===== config.mk =====
export PLATFORM = sky130hd
export DESIGN_NAME = serial_adder
export DESIGN_NICKNAME = d
export VERILOG_FILES = /design/src/rtl/serial_adder_pkg.sv /design/src/rtl/serial_adder_fa_cell.sv /design/src/rtl/serial_adder.sv
export SDC_FILE = /design/constraint.sdc
export NUM_CORES = 1
export LEC_CHECK = 0
export BUFFER_PORTS_ARGS = -buffer_cell sky130_fd_sc_hd__buf_2
export CAP_MARGIN = 0
export CORE_ASPECT_RATIO = 1.4
export CORE_MARGIN = 5
export CORE_UTILIZATION = 40
export DETAILED_ROUTE_END_ITERATION = 10
export PLACE_DENSITY_LB_ADDON = 0.15
export SYNTH_ARGS = -nofsm -noshare
export SYNTH_HDL_FRONTEND = slang
export SYNTH_SLANG_ARGS = --single-unit

===== constraint.sdc =====
create_clock -name clk -period 2.15 [get_ports clk]
set_clock_uncertainty 0.2 [all_clocks]
set_input_delay 0.43 -clock clk [delete_from_list [all_inputs] [get_ports clk]]
set_output_delay 0.43 -clock clk [all_outputs]
set_load 0.02 [all_outputs]

===== src/rtl/serial_adder_pkg.sv =====
// Shared types and defaults for the bit-serial adder.
package serial_adder_pkg;

    localparam int unsigned WIDTH_DEFAULT = 8;

    typedef enum logic [1:0] {
        IDLE  = 2'd0,
        SHIFT = 2'd1,
        DONE  = 2'd2
    } state_e;

endpackage


===== src/rtl/serial_adder_fa_cell.sv =====
// Single-bit full adder used once per cycle by the serial datapath.
module fa_cell (
    input  logic a,
    input  logic b,
    input  logic ci,
    output logic s,
    output logic co
);

    assign s  = a ^ b ^ ci;
    assign co = (a & b) | (ci & (a ^ b));

endmodule


===== src/rtl/serial_adder.sv =====
// Bit-serial adder, one bit per clock, LSB first.
// Optional subtract mode via macro SERIAL_ADDER_SUB_EN (adds port sub).
module serial_adder
    import serial_adder_pkg::*;
#(
    parameter int unsigned WIDTH = WIDTH_DEFAULT
) (
    input  logic             clk,
    input  logic             rst_n,
    input  logic             start,
    input  logic [WIDTH-1:0] a,
    input  logic [WIDTH-1:0] b,
    input  logic             cin,
`ifdef SERIAL_ADDER_SUB_EN
    input  logic             sub,
`endif
    output logic             busy,
    output logic             done,
    output logic [WIDTH-1:0] sum,
    output logic             cout,
    output logic             overflow
);

    localparam int unsigned   CW   = $clog2(WIDTH + 1);
    localparam logic [CW-1:0] LAST = CW'(WIDTH - 1);

    state_e           state_q, state_d;
    logic [WIDTH-1:0] a_q, a_d;
    logic [WIDTH-1:0] b_q, b_d;
    logic [WIDTH-2:0] res_q, res_d;
    logic [WIDTH-1:0] sum_q, sum_d;
    logic [CW-1:0]    cnt_q, cnt_d;
    logic             carry_q, carry_d;
    logic             cout_q, cout_d;
    logic             ovf_q, ovf_d;
    logic             busy_q, busy_d;
    logic             done_q, done_d;

    logic [WIDTH-1:0] b_in;
    logic             cin_in;
    logic             fa_s;
    logic             fa_co;
    logic [WIDTH-1:0] res_cat;

`ifdef SERIAL_ADDER_SUB_EN
    // Subtraction as a + ~b + ~cin, folded in at latch time.
    assign b_in   = sub ? ~b : b;
    assign cin_in = sub ? ~cin : cin;
`else
    assign b_in   = b;
    assign cin_in = cin;
`endif

    fa_cell u_fa (
        .a  (a_q[0]),
        .b  (b_q[0]),
        .ci (carry_q),
        .s  (fa_s),
        .co (fa_co)
    );

    // The newest bit enters at the top; on the last cycle this is the full sum.
    assign res_cat = {fa_s, res_q};

    always_comb begin
        state_d = state_q;
        a_d     = a_q;
        b_d     = b_q;
        res_d   = res_q;
        sum_d   = sum_q;
        cnt_d   = cnt_q;
        carry_d = carry_q;
        cout_d  = cout_q;
        ovf_d   = ovf_q;
        case (state_q)
            IDLE, DONE: begin
                if (start) begin
                    a_d     = a;
                    b_d     = b_in;
                    carry_d = cin_in;
                    cnt_d   = '0;
                    res_d   = '0;
                    state_d = SHIFT;
                end else begin
                    state_d = IDLE;
                end
            end
            SHIFT: begin
                a_d     = a_q >> 1;
                b_d     = b_q >> 1;
                carry_d = fa_co;
                res_d   = res_cat[WIDTH-1:1];
                cnt_d   = cnt_q + CW'(1);
                if (cnt_q == LAST) begin
                    sum_d   = res_cat;
                    cout_d  = fa_co;
                    ovf_d   = carry_q ^ fa_co;
                    state_d = DONE;
                end
            end
            default: state_d = IDLE;
        endcase
        busy_d = (state_d == SHIFT);
        done_d = (state_d == DONE);
    end

    always_ff @(posedge clk or negedge rst_n) begin
        if (!rst_n) begin
            state_q <= IDLE;
            a_q     <= '0;
            b_q     <= '0;
            res_q   <= '0;
            sum_q   <= '0;
            cnt_q   <= '0;
            carry_q <= 1'b0;
            cout_q  <= 1'b0;
            ovf_q   <= 1'b0;
            busy_q  <= 1'b0;
            done_q  <= 1'b0;
        end else begin
            state_q <= state_d;
            a_q     <= a_d;
            b_q     <= b_d;
            res_q   <= res_d;
            sum_q   <= sum_d;
            cnt_q   <= cnt_d;
            carry_q <= carry_d;
            cout_q  <= cout_d;
            ovf_q   <= ovf_d;
            busy_q  <= busy_d;
            done_q  <= done_d;
        end
    end

    assign busy     = busy_q;
    assign done     = done_q;
    assign sum      = sum_q;
    assign cout     = cout_q;
    assign overflow = ovf_q;

endmodule


==> metrics.md <==
| Metric | Value |
|---|---|
| Vias in the first global route | 1302 |
| Routed len/inst | 14.5 µm |
| Final setup violation count | 0 |
| Via Count | 1190 |
| # IOs | 32 |
| Worst Path Arrival | 1730 ps |
| Total gr overflow | 0 |
| Clock Sinks | 42 |
| GRT busiest layer | met2 |
| Actual slew at the worst max-slew pin | about 570 ps |
| HP Class | input port to flop |
| Met2 track demand over resource | 22.6% |
| Pwr Density | 1480 mW/mm² |
| Clock Tree Buf Depth | 2 |
| H-tree depth | 2 |
| Number of port buffers | 31 |
| Most frequent cells in the layout | dfrtp_1 (42), buf_2 (31), nand2_1 (16) |
| Critical path startpoint | cnt_q[0] |
| Fraction of layout cells with a size suffix above 1 | 30.9% |
| Root buffer cell | clkbuf_8 |
| First DRT Iteration DRCs | 50 |
| Cell variety after synth | 28 |
| Commonest non-fill, non-tap cell in the layout | dfrtp_1 |
| Floorplan core area | 0.00427 mm² |
| Reg2reg path depth | 5 |
| Gp weighted congestion | 0.768 |
| Sequential area share after synthesis | 59.4% |
| Total track usage | 13.4% |
| Fmax | 569 MHz |
| Startpoint types | flop |
| Status | complete, no violations |
| CP endpoint | sum[0] |
| Reg2reg start | cnt_q[0] |
| Slew Limit Fails | 0 |
| CP Max Fanout | 11 |
| R2R Setup Slk | around 390 ps |
| RSZ-0062 raised after global routing | false |
| Max_slew headroom | between 60 and 70% |
| TNS Setup | 0 ps |
| Met1 usage in global routing | 16.1% |
| Layout area overhead | 18.4% |
| DRT Pass-1 Iters | 4 |
| Post-route DRC | 0 |
| Hpwl dp | 2460 µm |
| Static Leak | 0.00104 µW |
| Final worst path period share | 81.8% |
| Peak supply drop | a little under 0.6 mV |
| GRT met3 Usage | 4.07% |
| FF-to-FF End | sum[0] |
| #FFs+latches synth | 42 |
| Die area | 0.00588 mm² |
| Core Rows | 28 |
| Largest net degree at the start of global routing | 25 |
| CTS tree | built |
| CTS Buf Count | 5 |
| Worst setup path class | flop to flop |
| MaxCap Viol Count | 0 |
| Via/cell ratio | 5.00 |
| Syn nets | 163 |
| Final nets | about 200 |
| Die width | 66.2 µm |
| Critical Path Sink Type | flop |
| Minimum clock period | 1760 ps |
| Total Wirelength | 3440 µm |
| Synthesized area | between 0.0015 and 0.002 mm² |
| Final Hold Viols | 0 |
| CTS clock-pin slew for the worst setup and hold paths | 70 ps |
| Initial antenna violation count | 0 |
| Data required, critical path | approximately 2100 ps |
| N_diodes | 0 |
| DRT antenna net count | 0 |
| Chip height | 88.7 µm |
| Initial Utilization | between 40% and 50% |
| Cells after synthesis | around 140 |
| Filler cells | 407 |
| Final Power | 3110 µW |
| First-pass GRT wire length | 5950 µm |
| Yosys warning count | 0 |
| Clk_lat worst skew | 290 ps |
| Post-CTS setup buffers | 0 |
| Avg Cell Area, Syn | 12.6 µm² |
-- worst min path at each step --
stage	start	end	slack [ps]	cells past startpoint
4_1_cts	b[6]	b_q[6]	150	3
5_1_grt	a[5]	a_q[5]	150	3
6_report	a[3]	a_q[3]	160	3
3_5_place_dp	rst_n	done	220	1
2_1_floorplan	rst_n	a_q[0]	-70	0
3_3_place_gp	rst_n	done	210	1
-- cells by family (layout without fill, tap and decap cells) --
kind of cell | count (synthesis) | count (layout) | share of synthesized area (%)
flip-flops | 42 | 42 | 59.4
AND/OR/NAND/NOR | 41 | 41 | 11.4
AO/OA/AOI/OAI | 27 | 27 | 12.5
buffers and inverters | 15 | 52 | 5.09
multiplexers | 12 | 12 | 8.83
adder cells (fa/ha/maj) | 2 | 2 | 1.84
XOR/XNOR | 2 | 2 | 0.990
-- through the flow --
stage | worst slack, ps | hold WS [ps] | instance area [µm²] | utilization (%) | instances
finish | 392 | 155 | 2100 | 49.0 | 238
global route | 266 | 150 | 2100 | 49.0 | 238
CTS | 377 | 147 | 2100 | 49.0 | 238
detailed placement | 386 | 216 | 1990 | 46.7 | 229
global placement | 430 | 210 | 1990 | 46.7 | 229
floorplan | 504 | -65.6 | 1770 | - | 141
-- area by class of cell --
cell class | count | area, µm² | share of cell area, %
clock buffer | 7 | 86.3 | 4.12
clock inverter | 1 | 5.00 | 0.239
inverter | 5 | 18.8 | 0.896
multi-input combinational | 84 | 629 | 30.0
sequential | 42 | 1050 | 50.1
tap | 60 | 75.1 | 3.58
timing repair buffer | 39 | 230 | 11.0
-- metal layers --
metal / vias to the layer above / share of wire (%)
li1: 569 / -
met1: 591 / 44
met2: 25 / 50
met3: 5 / 3.4
met4: 0 / 1.8
met5: - / 0
-- power by group --
part / total, µW / internal, µW / switching [µW] / leakage [µW]
Clock: 515 / 259 / 256 / 0.0000482
Combinational: 1250 / 582 / 666 / 0.000456
Sequential: 1350 / 1140 / 214 / 0.000535
Total: 3110 / 1980 / 1140 / 0.00104
-- registers in the layout, indices dropped and copies added, names as in the netlist --
register / count
b_q: 8
done: 1
sum: 8
state_q: 2
overflow: 1
cnt_q: 4
busy: 1
carry_q: 1
a_q: 8
cout: 1
res_q: 7
-- Yosys cell counts --
| library cell | n | area (µm²) |
|---|---|---|
| a221o_1 | 3 | 30.0 |
| a22o_1 | 10 | 87.6 |
| a22oi_1 | 12 | 90.1 |
| and2b_1 | 1 | 7.51 |
| buf_12 | 1 | 20.0 |
| buf_2 | 5 | 25.0 |
| buf_4 | 1 | 7.51 |
| buf_6 | 1 | 11.3 |
| clkbuf_1 | 2 | 7.51 |
| dfrtp_1 | 42 | 1050 |
| fa_1 | 1 | 20.0 |
| ha_1 | 1 | 12.5 |
| inv_1 | 3 | 11.3 |
| inv_2 | 2 | 7.51 |
| mux2_1 | 1 | 11.3 |
| mux2_4 | 7 | 105 |
| mux2i_1 | 4 | 40.0 |
| nand2_1 | 16 | 60.1 |
| nand2b_1 | 2 | 12.5 |
| nand3_1 | 12 | 60.1 |
| nand4_1 | 1 | 6.26 |
| nor2_1 | 3 | 11.3 |
| nor2b_1 | 2 | 12.5 |
| nor3_1 | 3 | 15.0 |
| nor3_4 | 1 | 16.3 |
| o21ai_1 | 1 | 5.00 |
| o2bb2ai_1 | 1 | 8.76 |
| xnor2_1 | 2 | 17.5 |
-- worst max-delay path: stages (launching register included) --
cell and delay, ps:
dfrtp_1 390, ha_1 190, nand2_1 120, nor3_4 170, buf_4 240, mux2_1 340
-- what timing repair did --
| item | in CTS | in global routing |
|---|---|---|
| resized for setup | 0 | 0 |
| hold endpoints to repair | 18 | 0 |
| hold buffers | 1 | 0 |
(Power assumes the default switching activity.)
